`src/rtl/rr_stream_mux.sv`:
```
// rr_stream_mux: N-to-1 round-robin valid/ready merge with a registered, channel-tagged output.
// Define STREAM_MUX_PKT_LOCK_EN to hold the grant on one channel until its in_last beat.
module rr_stream_mux #(
   parameter int NUM_CH = 4,
   parameter int DATA_W = 8,
   localparam int SEL_W = (NUM_CH > 1) ? $clog2(NUM_CH) : 1
) (
   input  logic                     clk,
   input  logic                     rst_n,
   input  logic [NUM_CH-1:0]        in_valid,
   input  logic [NUM_CH*DATA_W-1:0] in_data,
`ifdef STREAM_MUX_PKT_LOCK_EN
   input  logic [NUM_CH-1:0]        in_last,
   output logic                     out_last,
`endif
   output logic [NUM_CH-1:0]        in_ready,
   output logic                     out_valid,
   output logic [DATA_W-1:0]        out_data,
   output logic [SEL_W-1:0]         out_sel,
   input  logic                     out_ready
);

   localparam logic [SEL_W-1:0] LAST_CH = SEL_W'(NUM_CH - 1);

   logic [SEL_W-1:0]  ptr_q, ptr_d;
   logic              out_valid_q, out_valid_d;
   logic [DATA_W-1:0] out_data_q, out_data_d;
   logic [SEL_W-1:0]  out_sel_q, out_sel_d;

   logic [DATA_W-1:0] ch_data [NUM_CH];
   logic [NUM_CH-1:0] vv_rot;
   logic              rr_vld;
   logic [SEL_W-1:0]  rr_gnt;
   logic              gnt_vld;
   logic [SEL_W-1:0]  gnt;
   logic [SEL_W-1:0]  gnt_inc;
   logic              load_en;
   logic              accept;

   for (genvar i = 0; i < NUM_CH; i++) begin : g_unpack
      assign ch_data[i] = in_data[i*DATA_W +: DATA_W];
   end

   assign load_en = ~out_valid_q | out_ready;

   // Rotate valids so bit 0 is the pointer channel; lowest set bit wins.
   always_comb begin
      vv_rot = NUM_CH'({in_valid, in_valid} >> ptr_q);
   end

   always_comb begin
      logic [SEL_W:0] sum;
      rr_vld = 1'b0;
      rr_gnt = '0;
      sum    = '0;
      for (int k = NUM_CH - 1; k >= 0; k--) begin
         if (vv_rot[k]) begin
            sum = {1'b0, ptr_q} + (SEL_W+1)'(k);
            if (sum >= (SEL_W+1)'(NUM_CH)) begin
               sum = sum - (SEL_W+1)'(NUM_CH);
            end
            rr_vld = 1'b1;
            rr_gnt = sum[SEL_W-1:0];
         end
      end
   end

`ifdef STREAM_MUX_PKT_LOCK_EN
   typedef enum logic {ARB, LOCKED} lock_e;

   lock_e            lock_q, lock_d;
   logic [SEL_W-1:0] lock_ch_q, lock_ch_d;
   logic             out_last_q, out_last_d;

   always_comb begin
      gnt     = rr_gnt;
      gnt_vld = rr_vld;
      if (lock_q == LOCKED) begin
         gnt     = lock_ch_q;
         gnt_vld = in_valid[lock_ch_q];
      end
   end
`else
   assign gnt     = rr_gnt;
   assign gnt_vld = rr_vld;
`endif

   assign gnt_inc  = (gnt == LAST_CH) ? '0 : gnt + SEL_W'(1);
   assign accept   = gnt_vld & load_en;
   assign in_ready = (rst_n & accept) ? (NUM_CH'(1) << gnt) : '0;

   always_comb begin
      ptr_d       = ptr_q;
      out_valid_d = out_valid_q;
      out_data_d  = out_data_q;
      out_sel_d   = out_sel_q;
`ifdef STREAM_MUX_PKT_LOCK_EN
      lock_d      = lock_q;
      lock_ch_d   = lock_ch_q;
      out_last_d  = out_last_q;
`endif
      if (accept) begin
         out_valid_d = 1'b1;
         out_data_d  = ch_data[gnt];
         out_sel_d   = gnt;
`ifdef STREAM_MUX_PKT_LOCK_EN
         out_last_d  = in_last[gnt];
         if (in_last[gnt]) begin
            lock_d = ARB;
            ptr_d  = gnt_inc;
         end else begin
            lock_d    = LOCKED;
            lock_ch_d = gnt;
         end
`else
         ptr_d       = gnt_inc;
`endif
      end else if (out_ready) begin
         out_valid_d = 1'b0;
      end
   end

   always_ff @(posedge clk or negedge rst_n) begin
      if (!rst_n) begin
         ptr_q       <= '0;
         out_valid_q <= 1'b0;
         out_data_q  <= '0;
         out_sel_q   <= '0;
`ifdef STREAM_MUX_PKT_LOCK_EN
         lock_q      <= ARB;
         lock_ch_q   <= '0;
         out_last_q  <= 1'b0;
`endif
      end else begin
         ptr_q       <= ptr_d;
         out_valid_q <= out_valid_d;
         out_data_q  <= out_data_d;
         out_sel_q   <= out_sel_d;
`ifdef STREAM_MUX_PKT_LOCK_EN
         lock_q      <= lock_d;
         lock_ch_q   <= lock_ch_d;
         out_last_q  <= out_last_d;
`endif
      end
   end

   assign out_valid = out_valid_q;
   assign out_data  = out_data_q;
   assign out_sel   = out_sel_q;
`ifdef STREAM_MUX_PKT_LOCK_EN
   assign out_last  = out_last_q;
`endif

endmodule
```
`config.mk`:
```
export PLATFORM = sky130hd
export DESIGN_NAME = rr_stream_mux
export DESIGN_NICKNAME = d
export VERILOG_FILES = /design/src/rtl/rr_stream_mux.sv
export SDC_FILE = /design/constraint.sdc
export NUM_CORES = 1
export LEC_CHECK = 0
export BUFFER_PORTS_ARGS = -buffer_cell sky130_fd_sc_hd__buf_4
export CORE_MARGIN = 8
export CORE_UTILIZATION = 46
export DETAILED_ROUTE_END_ITERATION = 8
export PLACE_DENSITY_LB_ADDON = 0.2
export SLEW_MARGIN = 20
export SYNTH_ARGS = -nofsm -noshare
export SYNTH_HDL_FRONTEND = slang
export SYNTH_SLANG_ARGS = --single-unit
```
`constraint.sdc`:
```
create_clock -name clk -period 3.25 [get_ports clk]
set_input_delay 0.4875 -clock clk [delete_from_list [all_inputs] [get_ports clk]]
set_output_delay 0.4875 -clock clk [all_outputs]
set_load 0.01 [all_outputs]
```
Word-level counts from Yosys, hierarchy flattened
Index checks and enable logic that the tools add are counted.
{ "word_totals": {"regBits": 13, "output_inout_bits": 15, "in_bits": 39, "word_cells": 45} }
{ "op_classes": {"bitwise": 5, "shifts": 2, "add_sub_neg": 8, "n_eq_ne": 1, "muxes": 19, "n_reduce_logical": 1, "magnitude_cmp": 5} }
{ "ops": {"columns": ["op", "n"], "rows": [
  ["2-bit two-way mux", 9],
  ["8-bit binary-select mux with 2-bit select", 1],
  ["8-bit two-way mux", 2],
  ["3-bit >= comparator, second input constant", 4],
  ["8-bit by 2-bit >> shifter with 4-bit output", 1],
  ["2-bit by 1-bit subtractor with 2-bit output, second input constant", 4],
  ["2-bit by 2-bit adder with 3-bit output, second input constant", 2],
  ["1-bit two-way mux", 6],
  ["4-bit two-way mux", 1],
  ["1-bit by 2-bit left shift with 4-bit output, first input constant", 1],
  ["2-bit by 1-bit adder with 3-bit output, second input constant", 1],
  ["2-bit by 3-bit >= comparator with 1-bit output, second input constant", 1],
  ["2-bit inverter with 3-bit output", 1],
  ["2-bit by 1-bit adder with 2-bit output, second input constant", 1],
  ["1-bit AND", 2],
  ["2-bit == test, second input constant", 1],
  ["2-bit nonzero test", 1],
  ["1-bit inverter", 1],
  ["1-bit OR", 1]
]} }

Depth between registers and ports, before layout
Gate-level depths: netlist of run 1.
{ "depth": {"ltp_word": 11, "ltp_mapped": 8, "depth_no_buf": 7} }

Least setup slack after synthesis of run 1
No wires, ideal clock.
{ "synth_path": {"path_kind": "input to output", "startpoint": "input in_valid[0]", "endpoint": "output in_ready[3]", "path_stages": 7, "path_buffers": 1, "t_required_ps": 2762, "arrival_time_ps": 1642, "path_slack_ps": 1120, "path_cell_list": "nor2b_1 nor4_4 nor2_2 buf_6 inv_1 ha_1 and3_1"} }
{ "synth_between": {"elab_chain_len": 8, "elab_cells_between_ends": 13, "cone_classes": "shift: 2; mux: 9; bitwise: 2"} }
{ "synth_lines": {"columns": ["item", "line_no", "rtl"], "rows": [
  ["from (decl)", "10", "input logic [NUM_CH-1:0] in_valid,"],
  ["8-bit by 2-bit >> shifter with 4-bit output *", "48", "vv_rot = NUM_CH'({in_valid, in_valid} >> ptr_q);"],
  ["1-bit two-way mux (4 in series)", "57", "if (vv_rot[k]) begin"],
  ["1-bit AND", "89", "assign accept = gnt_vld & load_en;"],
  ["1-bit AND", "90", "assign in_ready = (rst_n & accept) ? (NUM_CH'(1) << gnt) : '0;"],
  ["4-bit two-way mux *", "90", null],
  ["to (decl)", "16", "output logic [NUM_CH-1:0] in_ready,"]
]} }
Mark *: on every way between the ends. The rest lies on a longest branch, timed or not.

Worst setup path in the final report of run 1
{ "layout_path": {"startpoint": "register ptr_q[0]", "endpoint": "output in_ready[3]"} }
{ "layout_between": {"elab_chain_len": 9, "elab_cells_between_ends": 28, "cone_classes": "add/sub: 7; order compare: 4; shift: 2; mux: 13; bitwise: 2"} }
{ "layout_lines": {"columns": ["item", "line_no", "rtl"], "rows": [
  ["from (decl)", "25", "logic [SEL_W-1:0] ptr_q, ptr_d;"],
  ["from (signal assigned)", "135", "ptr_q <= ptr_d;"],
  ["2-bit by 2-bit adder with 3-bit output", "58", "sum = {1'b0, ptr_q} + (SEL_W+1)'(k);"],
  ["3-bit >= comparator or 2-bit by 1-bit subtractor with 2-bit output (tied branches)", "59, 60", null],
  ["2-bit two-way mux", "59", "if (sum >= (SEL_W+1)'(NUM_CH)) begin"],
  ["2-bit two-way mux (4 in series)", "57", null],
  ["1-bit by 2-bit left shift with 4-bit output", "90", null],
  ["4-bit two-way mux *", "90", null]
]} }
Marks and branches as above.

==> results_tabular.tex, run 1 <==
\begin{tabular}{lr}
\hline
Metric & Value \\
\hline
\multicolumn{2}{l}{\textbf{Logic synthesis}} \\
\quad Synthesis Warnings & 0 \\
\quad Distinct cell type count after synthesis & 28 \\
\quad Synth Register Bits & 13 \\
\quad Number of cells produced by synthesis & 94 \\
\quad Sequential share of the synthesized area & 0.362 \\
\quad Post-Syn Nets & between 100 and 150 \\
\quad Netlist area before placement & about 900 µm² \\
\quad Avg Synthesized Cell Area & 9.56 µm² \\
\multicolumn{2}{l}{\textbf{STA}} \\
\quad Setup repair after global routing missed its margin & false \\
\quad Final TNS setup & 0 ns \\
\quad Final setup skew & 0.00328 ns \\
\quad Max-slew violation total from the final report & 0 \\
\quad Relative slew slack & 0.554 \\
\quad Worst Max-Slew Pin Slew & about 0.67 ns \\
\quad Maximum operating frequency & 349 MHz \\
\quad Time the worst path needs with I/O delays and setup & roughly 2.9 ns \\
\quad Endpoints failing setup & 0 \\
\quad Number of endpoints with negative hold slack in the final report & 0 \\
\quad Portion of the clock cycle consumed by the worst path in the final layout & 0.881 \\
\multicolumn{2}{l}{\textbf{Setup path}} \\
\quad Flop-to-flop setup slack & slightly above 1 ns \\
\quad Critical path data required time & roughly 2.8 ns \\
\quad Worst path arrival time & 2.38 ns \\
\quad Kind of end point of the critical path & output pin \\
\quad Worst Path Class, Setup & register to output pin \\
\quad Critical path origin & ptr\_q[0]\$\_DFFE\_PN0P\_ \\
\quad Maximum fanout count along the critical path & 12 \\
\quad Launching point of the worst reg2reg path & ptr\_q[0]\$\_DFFE\_PN0P\_ \\
\quad CP startpoint kind & register \\
\multicolumn{2}{l}{\textbf{Clocking}} \\
\quad CTS tree & built \\
\quad Post-CTS Setup Inserts & 0 \\
\quad CTS buffer count & 3 \\
\quad Root buffer cell & sky130\_fd\_sc\_hd\_\_clkbuf\_4 \\
\quad \# hold bufs at CTS & 0 \\
\quad CTS H-tree depth & 1 \\
\quad Register clock-pin slew on the reported worst setup and hold paths & 0.08 ns \\
\quad Gates resized, CTS repair & 0 \\
\quad Clock sinks & 13 \\
\quad Maximum clock insertion buffer count & 2 \\
\quad Clock insertion delay at the later pin of the skew report & $\sim$0.28 ns \\
\multicolumn{2}{l}{\textbf{Global routing}} \\
\quad Total routing resource utilization after global routing & 0.165 \\
\quad Wire length of the first global-routing pass & 4610 µm \\
\quad Via count of the first global-routing pass & slightly above 1000 \\
\quad Pin count of the biggest net entering global routing & 16 \\
\quad Total grt overflow & 0 \\
\quad Initial antenna violation count & 0 \\
\multicolumn{2}{l}{\textbf{Drt}} \\
\quad 1st-pass router iterations & 4 \\
\quad Final Routed Wirelength & between 2000 and 3000 µm \\
\quad Via count normalized by instance count & approximately 5.6 \\
\quad Iteration-0 DRC Markers & 21 \\
\quad Residual antenna-violating net count after detailed routing & 0 \\
\quad DRC violations left & 0 \\
\quad Post-detailed-route wirelength per cell & between 15 and 20 µm \\
\quad Total via count in the routed design & 975 \\
\multicolumn{2}{l}{\textbf{Run}} \\
\quad Maxcap violations & 0 \\
\multicolumn{2}{l}{\textbf{Finish}} \\
\quad Fin nets & about 190 \\
\quad Antenna diodes & 0 \\
\quad Post-route non-filler standard cell count & between 150 and 200 \\
\quad Area overhead of the layout relative to synthesis & 48.9\% \\
\quad Fraction of the core area covered by cells at the end of the flow & 0.703 \\
\quad Fraction of layout cells with a size suffix above 1 & 0.466 \\
\multicolumn{2}{l}{\textbf{Outcome}} \\
\quad Status & complete, no violations \\
\multicolumn{2}{l}{\textbf{Placement}} \\
\quad DP HPWL & 2300 µm \\
\quad Final weighted congestion in routability-driven placement & between 0.7 and 0.8 \\
\quad Cell Count Post-Placement & roughly 170 \\
\quad Number of port buffers & between 50 and 60 \\
\multicolumn{2}{l}{\textbf{Power and ir drop}} \\
\quad Static leakage power & between 0.6 and 0.7 nW \\
\quad Total design power & 0.909 mW \\
\quad Pwr Density & $\sim$680 nW/µm² \\
\quad Worst ir drop on vdd & roughly 340 µV \\
\multicolumn{2}{l}{\textbf{Die}} \\
\quad Die area & about 3600 µm² \\
\quad Initial core utilization & 0.472 \\
\quad Die Ht & $\sim$60 µm \\
\quad Die Width & about 60 µm \\
\quad I/O pin count & 54 \\
\quad Placeable core region & around 1900 µm² \\
\quad Row cnt & 16 \\
\multicolumn{2}{l}{\textbf{Min path}} \\
\quad Hold WC Path Type & input pin to async pin \\
\hline
\end{tabular}
-- sequential cells by signal, summed over array words and instances, names as in the netlist --
name       flops
out_data       8
out_sel        2
out_valid      1
ptr_q          2
-- critical path, cell delays in order, from the launching register on --
cell,delay (ns)
sky130_fd_sc_hd__dfrtp_1,0.41
sky130_fd_sc_hd__nor2b_1,0.29
sky130_fd_sc_hd__nor4_4,0.12
sky130_fd_sc_hd__nor2_2,0.56
sky130_fd_sc_hd__inv_1,0.17
sky130_fd_sc_hd__ha_1,0.24
sky130_fd_sc_hd__and3_1,0.17
sky130_fd_sc_hd__buf_4,0.14
-- cell type report --
cell class / instances / area, µm²
sequential: 13 / 325
multi-input combinational: 74 / 539
tap: 27 / 33.8
inverter: 4 / 15.0
fill: 159 / 564
clock buffer: 4 / 26.3
timing repair buffer: 53 / 398
-- per-stage QoR --
stage	hold WS [ns]	setup slack, ns	cell area (µm²)
floorplan	0.192	1.12	898
global placement	0.346	0.574	1310
detailed placement	0.350	0.449	1310
CTS	0.0517	0.382	1340
global route	0.0399	0.221	1340
finish	0.0440	0.387	1340
-- kinds of logic after synthesis --
kind of cell | Yosys count | synth area share
AOI/OAI and AO/OA | 34 | 0.269
adders and majority gates | 1 | 0.0139
buffers and inverters | 7 | 0.0376
DFF | 13 | 0.362
muxes | 9 | 0.134
and+or+nand+nor | 30 | 0.184
-- routing by layer --
| metal | part of all wire | up-vias | GRT usage |
|---|---|---|---|
| met1 | 0.37 | 468 | 0.164 |
| li1 | - | 467 | - |
| met2 | 0.51 | 36 | 0.300 |
| met5 | 0 | - | 0 |
| met4 | 0.010 | 0 | 0.0510 |
| met3 | 0.11 | 4 | 0.0667 |
-- Yosys cell counts --
master | n | area, µm²
sky130_fd_sc_hd__a21oi_1 | 9 | 45.0
sky130_fd_sc_hd__and3_1 | 1 | 6.26
sky130_fd_sc_hd__nor2_2 | 1 | 6.26
sky130_fd_sc_hd__a211oi_1 | 1 | 7.51
sky130_fd_sc_hd__nor4_1 | 1 | 6.26
sky130_fd_sc_hd__o21ba_2 | 1 | 10.0
sky130_fd_sc_hd__nor4_4 | 1 | 21.3
sky130_fd_sc_hd__inv_1 | 4 | 15.0
sky130_fd_sc_hd__buf_6 | 1 | 11.3
sky130_fd_sc_hd__o21ai_0 | 9 | 45.0
sky130_fd_sc_hd__nand2_1 | 8 | 30.0
sky130_fd_sc_hd__clkbuf_1 | 2 | 7.51
sky130_fd_sc_hd__or4_1 | 1 | 7.51
sky130_fd_sc_hd__nand3_1 | 8 | 40.0
sky130_fd_sc_hd__dfrtp_1 | 13 | 325
sky130_fd_sc_hd__nor3_1 | 3 | 15.0
sky130_fd_sc_hd__o21ai_1 | 2 | 10.0
sky130_fd_sc_hd__nor2b_1 | 3 | 18.8
sky130_fd_sc_hd__a211o_1 | 1 | 8.76
sky130_fd_sc_hd__mux2_4 | 5 | 75.1
sky130_fd_sc_hd__a221o_1 | 8 | 80.1
sky130_fd_sc_hd__a211oi_4 | 1 | 20.0
sky130_fd_sc_hd__nor2_1 | 2 | 7.51
sky130_fd_sc_hd__mux2_1 | 1 | 11.3
sky130_fd_sc_hd__ha_1 | 1 | 12.5
sky130_fd_sc_hd__mux2_2 | 3 | 33.8
sky130_fd_sc_hd__or2_2 | 1 | 6.26
sky130_fd_sc_hd__a21o_1 | 2 | 15.0
-- layout by cell type, fill, tap and decap left out, types with 2 or more instances in the layout --
cell type | netlist | routed
sky130_fd_sc_hd__a21oi_1 | 9 | 9
sky130_fd_sc_hd__nor2_1 | 2 | 2
sky130_fd_sc_hd__o21ai_0 | 9 | 9
sky130_fd_sc_hd__nand3_1 | 8 | 8
sky130_fd_sc_hd__nor3_1 | 3 | 3
sky130_fd_sc_hd__buf_4 | 0 | 53
sky130_fd_sc_hd__nand2_1 | 8 | 8
sky130_fd_sc_hd__o21ai_1 | 2 | 2
sky130_fd_sc_hd__a221o_1 | 8 | 8
sky130_fd_sc_hd__a21o_1 | 2 | 2
sky130_fd_sc_hd__mux2_2 | 3 | 3
sky130_fd_sc_hd__mux2_4 | 5 | 5
sky130_fd_sc_hd__nor2b_1 | 3 | 3
sky130_fd_sc_hd__clkbuf_4 | 0 | 3
sky130_fd_sc_hd__inv_1 | 4 | 4
sky130_fd_sc_hd__dfrtp_1 | 13 | 13
-- worst paths after layout --
check	end	cells after the start
hold / removal	out_valid$_DFFE_PN0P_	1
setup / recovery	in_ready[3]	7
max in group asynchronous	out_data[5]$_DFFE_PN0P_	1
hold reg to reg	out_sel[1]$_DFFE_PN0P_	1
setup reg to reg	out_data[1]$_DFFE_PN0P_	5
min in group clk	out_valid$_DFFE_PN0P_	3
-- where the power goes --
group	switching (mW)	total (mW)	internal (mW)
Sequential	0.0526	0.286	0.233
Clock	0.0556	0.103	0.0476
Combinational	0.249	0.520	0.271
Note: power is estimated with default switching activity, not from simulation.
==> run 2, diff against run 1 <==
--- a/config.mk
+++ b/config.mk
@@ -7,7 +7,7 @@
 export LEC_CHECK = 0
 export BUFFER_PORTS_ARGS = -buffer_cell sky130_fd_sc_hd__buf_4
 export CORE_MARGIN = 8
-export CORE_UTILIZATION = 46
+export CORE_UTILIZATION = 38
 export DETAILED_ROUTE_END_ITERATION = 8
 export PLACE_DENSITY_LB_ADDON = 0.2
 export SLEW_MARGIN = 20
==> constraint.sdc (replaced) <==
create_clock -name clk -period 2.5 [get_ports clk]
set_input_delay 0.375 -clock clk [delete_from_list [all_inputs] [get_ports clk]]
set_output_delay 0.375 -clock clk [all_outputs]
set_load 0.01 [all_outputs]
==> run 2 against run 1 <==
Setup slack lost 0.20 ns. Clock skew shrank 0.0015 ns. Critical path type unchanged. Utilization shrank 8.6 points. Hold slack gained 0.29 ns. Die area grew 15%. Combinational power grew 35%. Largest power group unchanged. Routed wire length shrank 0.80%. Power grew 34%. Final cell count grew 3.4%. Sequential cell count is the same. Global-route usage shrank 3.1 points. Sequential share of layout area shrank 0.73 points.
==> results_tabular.tex, run 2 (synthesis gave the netlist of run 1 again) <==
\begin{tabular}{lr}
\hline
Metric & Value \\
\hline
\multicolumn{2}{l}{\textbf{STA}} \\
\quad Final TNS setup & 0 ns \\
\quad Setup repair after global routing missed its margin & false \\
\quad Max-slew violation total from the final report & 0 \\
\quad Endpoints failing setup & 0 \\
\quad Portion of the clock cycle consumed by the worst path in the final layout & 0.926 \\
\quad Final setup skew & between 0.0015 and 0.002 ns \\
\quad Number of endpoints with negative hold slack in the final report & 0 \\
\quad Relative slew slack & 0.595 \\
\quad Worst Max-Slew Pin Slew & about 0.6 ns \\
\quad Maximum operating frequency & 432 MHz \\
\quad Time the worst path needs with I/O delays and setup & 2.32 ns \\
\multicolumn{2}{l}{\textbf{Drt}} \\
\quad Residual antenna-violating net count after detailed routing & 0 \\
\quad Iteration-0 DRC Markers & 13 \\
\quad Final Routed Wirelength & between 2000 and 3000 µm \\
\quad 1st-pass router iterations & 4 \\
\quad Via count normalized by instance count & roughly 5.3 \\
\quad Total via count in the routed design & 955 \\
\quad Post-detailed-route wirelength per cell & approximately 16 µm \\
\quad DRC violations left & 0 \\
\multicolumn{2}{l}{\textbf{Clocking}} \\
\quad Root buffer cell & sky130\_fd\_sc\_hd\_\_clkbuf\_4 \\
\quad CTS tree & built \\
\quad Clock sinks & 13 \\
\quad CTS H-tree depth & 1 \\
\quad Clock insertion delay at the later pin of the skew report & 0.28 ns \\
\quad Post-CTS Setup Inserts & 0 \\
\quad CTS buffer count & 3 \\
\quad Register clock-pin slew on the reported worst setup and hold paths & $\sim$0.090 ns \\
\quad Maximum clock insertion buffer count & 2 \\
\quad Gates resized, CTS repair & 0 \\
\multicolumn{2}{l}{\textbf{Setup path}} \\
\quad Maximum fanout count along the critical path & 3 \\
\quad Dominant delay contributor by cell family on the critical path & simple AND/OR/NAND/NOR gates \\
\quad Slowest cell on crit path & sky130\_fd\_sc\_hd\_\_dfrtp\_1 \\
\quad Kind of end point of the critical path & output pin \\
\quad CP startpoint kind & register \\
\quad Worst path cell trace & nor2b\_1 -> a211oi\_1 -> or2\_2 -> inv\_1 -> ha\_1 -> and3\_1 -> buf\_4 \\
\quad Count of buffer and inverter cells on the critical path & 2 \\
\quad Peak per-stage delay on the critical path & roughly 0.4 ns \\
\quad Worst path arrival time & between 1.5 and 2 ns \\
\quad Critical path data required time & 2.12 ns \\
\quad Worst Path Class, Setup & register to output pin \\
\multicolumn{2}{l}{\textbf{Global routing}} \\
\quad Initial antenna violation count & 0 \\
\quad Via count of the first global-routing pass & 1025 \\
\quad Total routing resource utilization after global routing & 0.134 \\
\quad Wire length of the first global-routing pass & 4640 µm \\
\quad Pin count of the biggest net entering global routing & 16 \\
\quad Total grt overflow & 0 \\
\multicolumn{2}{l}{\textbf{Run}} \\
\quad Maxcap violations & 0 \\
\multicolumn{2}{l}{\textbf{Die}} \\
\quad Row cnt & 17 \\
\quad Initial core utilization & 0.402 \\
\quad Die Ht & about 65 µm \\
\quad Die area & $\sim$4200 µm² \\
\quad I/O pin count & between 50 and 60 \\
\quad Die Width & 64.6 µm \\
\quad Placeable core region & about 2200 µm² \\
\multicolumn{2}{l}{\textbf{Finish}} \\
\quad Antenna diodes & 0 \\
\quad Most frequent cells in the layout & 57 x sky130\_fd\_sc\_hd\_\_buf\_4, 13 x sky130\_fd\_sc\_hd\_\_dfrtp\_1, 9 x sky130\_fd\_sc\_hd\_\_a21oi\_1, 9 x sky130\_fd\_sc\_hd\_\_o21ai\_0 \\
\quad Area overhead of the layout relative to synthesis & 53.5\% \\
\quad Post-route non-filler standard cell count & roughly 180 \\
\quad Fraction of layout cells with a size suffix above 1 & 0.477 \\
\quad Fin nets & 194 \\
\quad Most common library cell in the layout ignoring fill and taps & sky130\_fd\_sc\_hd\_\_buf\_4 \\
\quad Max FFs per register & 8 \\
\multicolumn{2}{l}{\textbf{Power and ir drop}} \\
\quad Total design power & around 1.2 mW \\
\quad Static leakage power & between 0.6 and 0.7 nW \\
\quad Pwr Density & a little under 900 nW/µm² \\
\quad Worst ir drop on vdd & 700 µV \\
\multicolumn{2}{l}{\textbf{Placement}} \\
\quad Cell Count Post-Placement & approximately 180 \\
\quad Final weighted congestion in routability-driven placement & 0.758 \\
\quad Number of port buffers & 53 \\
\quad DP HPWL & 2250 µm \\
\multicolumn{2}{l}{\textbf{Min path}} \\
\quad Hold WC Path Type & input pin to register \\
\multicolumn{2}{l}{\textbf{Outcome}} \\
\quad Status & complete, no violations \\
\hline
\end{tabular}
## run 2: cell types whose count changed in the layout (fill, tap and decap cells not counted)
| cell | delta |
|---|---|
| sky130_fd_sc_hd__buf_4 | +4 |
| sky130_fd_sc_hd__dlygate4sd3_1 | +1 |
## run 2: worst paths after layout
| check | endpoint | from | depth (start not counted) | slack (ns) |
|---|---|---|---|---|
| max reg2reg | out_data[5]$_DFFE_PN0P_ | ptr_q[1]$_DFFE_PN0P_ | 6 | 0.52 |
| min reg2reg | out_sel[1]$_DFFE_PN0P_ | out_sel[1]$_DFFE_PN0P_ | 1 | 0.49 |
| max | in_ready[3] | ptr_q[0]$_DFFE_PN0P_ | 7 | 0.18 |
| min | out_valid$_DFFE_PN0P_ | in_valid[2] | 3 | 0.34 |
| max in group asynchronous | out_data[6]$_DFFE_PN0P_ | rst_n | 2 | 1.86 |
| min in group asynchronous | out_valid$_DFFE_PN0P_ | rst_n | 2 | 0.47 |
## run 2: area by class of cell
cell class	count	area, µm²
flip-flops and latches	13	325
repair buffers	58	438
well taps	28	35.0
clock buffers	4	26.3
inverters	4	15.0
multi-input cells	74	539
fillers	198	855
## run 2: stage by stage
| step | area [µm²] | hold slack (ns) | utilization | setup slack, ns |
|---|---|---|---|---|
| after global routing | 1380 | 0.347 | 0.617 | 0.0689 |
| final | 1380 | 0.337 | 0.617 | 0.184 |
| after floorplan | 898 | 0.0794 | - | 0.595 |
| after global placement | 1340 | 0.237 | 0.601 | 0.400 |
| after detailed placement | 1340 | 0.235 | 0.601 | 0.367 |
| after CTS | 1380 | 0.334 | 0.617 | 0.180 |
## run 2: where the power goes
group | switching (mW) | total, mW | internal [mW]
clock | 0.0757 | 0.138 | 0.0620
combinational | 0.327 | 0.703 | 0.377
sequential | 0.0692 | 0.372 | 0.303
total | 0.472 | 1.21 | 0.741
## run 2: worst register-to-register path: cells and delay by family (launching register included)
kind	cells	cell delay (ns)
mux	1	0.29
flops	1	0.46
simple gates	1	0.09
compound gates	3	0.85
buf+inv	1	0.18
## run 2: per-layer routing
layer  global-route usage  vias to the layer above  routed length, µm
li1                     -                      476                  -
met1                0.149                      443               1180
met2                0.240                       34               1430
met3               0.0567                        2                216
met4               0.0163                        0                 13
met5                    0                        -                  0
## run 2: what timing repair did
action                                 4_1_cts  5_1_grt
hold buffers                                 1        0
setup endpoints to repair                    0        0
endpoints found under the hold margin       13        0
==> run 3, diff against run 2 <==
--- a/config.mk
+++ b/config.mk
@@ -5,9 +5,10 @@
 export SDC_FILE = /design/constraint.sdc
 export NUM_CORES = 1
 export LEC_CHECK = 0
+export ABC_AREA = 1
 export BUFFER_PORTS_ARGS = -buffer_cell sky130_fd_sc_hd__buf_4
 export CORE_MARGIN = 8
-export CORE_UTILIZATION = 38
+export CORE_UTILIZATION = 44
 export DETAILED_ROUTE_END_ITERATION = 8
 export PLACE_DENSITY_LB_ADDON = 0.2
 export SLEW_MARGIN = 20
==> run 3 against run 2 <==
Non-clock buffer count rose by 10. Critical path type unchanged. Critical endpoint unchanged. Power rose by 120%. Clock power grew 4%. Highest routed layer unchanged.
==> results_tabular.tex, run 3 <==
\begin{tabular}{lr}
\hline
Metric & Value \\
\hline
\multicolumn{2}{l}{\textbf{Min path}} \\
\quad Number of cells traversed by the worst hold path & 4 \\
\quad Hold WC Path Type & input pin to register \\
\quad Hold worst-path end & out\_valid\$\_DFFE\_PN0P\_ \\
\quad Worst min-delay path startpoint & out\_ready \\
\multicolumn{2}{l}{\textbf{Finish}} \\
\quad Most frequent cells in the layout & 66 x sky130\_fd\_sc\_hd\_\_buf\_4, 49 x sky130\_fd\_sc\_hd\_\_nand2\_1, 38 x sky130\_fd\_sc\_hd\_\_inv\_1, 35 x sky130\_fd\_sc\_hd\_\_nand3\_1, 17 x sky130\_fd\_sc\_hd\_\_nand2\_2 \\
\quad Fraction of layout cells with a size suffix above 1 & 0.426 \\
\quad Most common library cell in the layout ignoring fill and taps & sky130\_fd\_sc\_hd\_\_buf\_4 \\
\quad Post-route non-filler standard cell count & just under 300 \\
\quad Fin nets & 306 \\
\quad Antenna diodes & 0 \\
\quad Max FFs per register & 8 \\
\quad Area overhead of the layout relative to synthesis & 41.0\% \\
\quad Cell area after layout & between 1500 and 2000 µm² \\
\multicolumn{2}{l}{\textbf{Setup path}} \\
\quad Reg2reg end & out\_data[1]\$\_DFFE\_PN0P\_ \\
\quad Worst path arrival time & around 2.0 ns \\
\quad Peak per-stage delay on the critical path & about 0.51 ns \\
\quad Dominant delay contributor by cell family on the critical path & flip-flops \\
\quad Critical path data required time & roughly 2.1 ns \\
\quad Critical path origin & ptr\_q[0]\$\_DFFE\_PN0P\_ \\
\quad Logic depth of the worst register-to-register path & 12 \\
\quad Flop-to-flop setup slack & 0.66 ns \\
\quad Cell with the most instances on the worst path & sky130\_fd\_sc\_hd\_\_nand2\_1 \\
\quad CP startpoint kind & register \\
\quad Worst Path Class, Setup & register to output pin \\
\quad Kind of end point of the critical path & output pin \\
\quad Launching point of the worst reg2reg path & ptr\_q[0]\$\_DFFE\_PN0P\_ \\
\quad Slowest cell on crit path & sky130\_fd\_sc\_hd\_\_dfrtp\_2 \\
\quad Count of buffer and inverter cells on the critical path & 4 \\
\quad Worst path cell trace & buf\_6 -> nor2\_2 -> nand2\_1 -> nand2\_1 -> nand2\_1 -> inv\_2 -> nor2\_4 -> o21ai\_4 -> ha\_2 -> inv\_1 -> nor2\_1 -> buf\_4 \\
\quad Maximum fanout count along the critical path & 6 \\
\multicolumn{2}{l}{\textbf{Logic synthesis}} \\
\quad Number of enable flip-flop cells after synthesis & 0 \\
\quad Synthesis Warnings & 0 \\
\quad Avg Synthesized Cell Area & 6.58 µm² \\
\quad Most common flop cell mapped by yosys & sky130\_fd\_sc\_hd\_\_dfrtp\_1 \\
\quad Most repeated cell in the gate-level netlist after synthesis & sky130\_fd\_sc\_hd\_\_nand2\_1 \\
\quad Sequential share of the synthesized area & 0.246 \\
\quad Distinct cell type count after synthesis & 25 \\
\quad Share of async-settable or async-resettable flops after synthesis & 1.00 \\
\quad Share of the synthesized area in the top cell type & 0.246 \\
\quad Largest cells by area after synthesis & sky130\_fd\_sc\_hd\_\_dfrtp\_1 25\%, sky130\_fd\_sc\_hd\_\_nand2\_1 14\%, sky130\_fd\_sc\_hd\_\_nand3\_1 13\% \\
\quad Synth Register Bits & 13 \\
\quad Commonest cells in the netlist & 51 x sky130\_fd\_sc\_hd\_\_nand2\_1, 39 x sky130\_fd\_sc\_hd\_\_inv\_1, 35 x sky130\_fd\_sc\_hd\_\_nand3\_1 \\
\quad Post-Syn Nets & $\sim$240 \\
\quad Top cell type by total area after synthesis & sky130\_fd\_sc\_hd\_\_dfrtp\_1 \\
\quad Number of cells produced by synthesis & 201 \\
\quad Netlist area before placement & 1320 µm² \\
\multicolumn{2}{l}{\textbf{Global routing}} \\
\quad Pin count of the biggest net entering global routing & 17 \\
\quad Via count of the first global-routing pass & between 1000 and 1500 \\
\quad Wire length of the first global-routing pass & a little under 6000 µm \\
\quad Total routing resource utilization after global routing & 0.143 \\
\quad Total grt overflow & 0 \\
\quad Initial antenna violation count & 0 \\
\multicolumn{2}{l}{\textbf{Placement}} \\
\quad Final weighted congestion in routability-driven placement & around 0.9 \\
\quad DP Worst Slack & 0.229 ns \\
\quad DP HPWL & 2710 µm \\
\quad Number of port buffers & 53 \\
\quad Dpl cell area & 1730 µm² \\
\quad Cell Count Post-Placement & roughly 290 \\
\multicolumn{2}{l}{\textbf{Clocking}} \\
\quad Root buffer cell & sky130\_fd\_sc\_hd\_\_clkbuf\_4 \\
\quad CTS tree & built \\
\quad Clock sinks & 13 \\
\quad CTS buffer count & 3 \\
\quad Register clock-pin slew on the reported worst setup and hold paths & 0.09 ns \\
\quad CTS H-tree depth & 1 \\
\quad Clock insertion delay at the later pin of the skew report & between 0.2 and 0.3 ns \\
\quad Maximum clock insertion buffer count & 2 \\
\multicolumn{2}{l}{\textbf{Die}} \\
\quad Die area & $\sim$5000 µm² \\
\quad Row cnt & 20 \\
\quad Die Ht & about 71 µm \\
\quad Placeable core region & roughly 3000 µm² \\
\quad I/O pin count & 54 \\
\quad Die Width & around 71 µm \\
\quad Initial core utilization & 0.448 \\
\multicolumn{2}{l}{\textbf{STA}} \\
\quad Final TNS setup & 0 ns \\
\quad Max-slew violation total from the final report & 0 \\
\quad Time the worst path needs with I/O delays and setup & 2.35 ns \\
\quad Relative slew slack & 0.833 \\
\quad Setup slack after layout & 0.150 ns \\
\quad Number of endpoints with negative hold slack in the final report & 0 \\
\quad Maximum operating frequency & between 400 and 500 MHz \\
\quad Endpoints failing setup & 0 \\
\quad Smallest hold slack & about 0.35 ns \\
\quad Worst Max-Slew Pin Slew & between 0.2 and 0.25 ns \\
\quad Portion of the clock cycle consumed by the worst path in the final layout & 0.940 \\
\quad Setup repair after global routing missed its margin & false \\
\quad Final setup skew & 0.00555 ns \\
\multicolumn{2}{l}{\textbf{Drt}} \\
\quad DRC violations left & 0 \\
\quad Via count normalized by instance count & approximately 4.6 \\
\quad Total via count in the routed design & approximately 1400 \\
\quad Iteration-0 DRC Markers & 68 \\
\quad 1st-pass router iterations & 4 \\
\quad Final Routed Wirelength & between 3000 and 4000 µm \\
\quad Residual antenna-violating net count after detailed routing & 0 \\
\quad Post-detailed-route wirelength per cell & between 10 and 15 µm \\
\multicolumn{2}{l}{\textbf{Power and ir drop}} \\
\quad Pwr Density & approximately 1400 nW/µm² \\
\quad Worst ir drop on vdd & 581 µV \\
\quad Static leakage power & around 1.1 nW \\
\multicolumn{2}{l}{\textbf{Outcome}} \\
\quad Status & complete, no violations \\
\multicolumn{2}{l}{\textbf{Run}} \\
\quad Maxcap violations & 0 \\
\hline
\end{tabular}
## run 3: area by class of cell
class                           count  area, µm²
Inverter                           43        169
Tap cell                           33       41.3
Sequential cell                    13        328
Clock buffer                        4       26.3
Multi-Input combinational cell    137        783
Fill cell                         287       1090
Timing Repair Buffer               68        517
## run 3: what timing repair did
action | CTS | global route
hold buffers | 1 | 0
pin swaps | 0 | 5
buffers inserted | 0 | 8
resized for setup | 1 | 12
hold endpoints to repair | 13 | 0
endpoints found under the setup margin | 4 | 4
## run 3: layer usage
layer	up-vias	part of all wire	track usage
li1	735	-	-
met1	588	0.45	0.177
met2	40	0.46	0.225
met3	7	0.055	0.0325
met4	0	0.026	0.0762
met5	-	0	0
## run 3: where the power goes
| group | switching [mW] | total, mW | internal, mW | leakage [nW] |
|---|---|---|---|---|
| Clock | 0.0822 | 0.144 | 0.0622 | 0.0150 |
| Combinational | 1.18 | 2.11 | 0.930 | 0.945 |
| Sequential | 0.110 | 0.435 | 0.326 | 0.152 |
## run 3: logic make-up after synthesis
group	after synthesis	share of synthesized area
simple gates	132	0.530
buf+inv	51	0.186
flops	13	0.246
compound gates	3	0.0218
xor+xnor	1	0.00662
fa+ha+maj	1	0.00946
## run 3: worst min-delay path, cell delays in order
cell and delay (ns):
sky130_fd_sc_hd__buf_4 0.08, sky130_fd_sc_hd__inv_1 0.03, sky130_fd_sc_hd__nand2_1 0.07, sky130_fd_sc_hd__nand2_1 0.06
## run 3: stage by stage
stage / total power [mW] / util
finish: 2.69 / 0.631
global route: 2.96 / 0.631
CTS: 2.41 / 0.598
detailed placement: 2.26 / 0.586
global placement: 2.25 / 0.586
floorplan: 1.89 / -
## run 3: how the worst max path moves through the flow
| stage | end | slack, ns | cells after the start |
|---|---|---|---|
| 3_5_place_dp | in_ready[3] | 0.23 | 12 |
| 6_report | in_ready[3] | 0.15 | 12 |
| 3_3_place_gp | in_ready[3] | 0.25 | 12 |
| 5_1_grt | in_ready[3] | 0.03 | 9 |
| 4_1_cts | in_ready[3] | 0.04 | 12 |
| 2_1_floorplan | in_ready[3] | 0.57 | 12 |
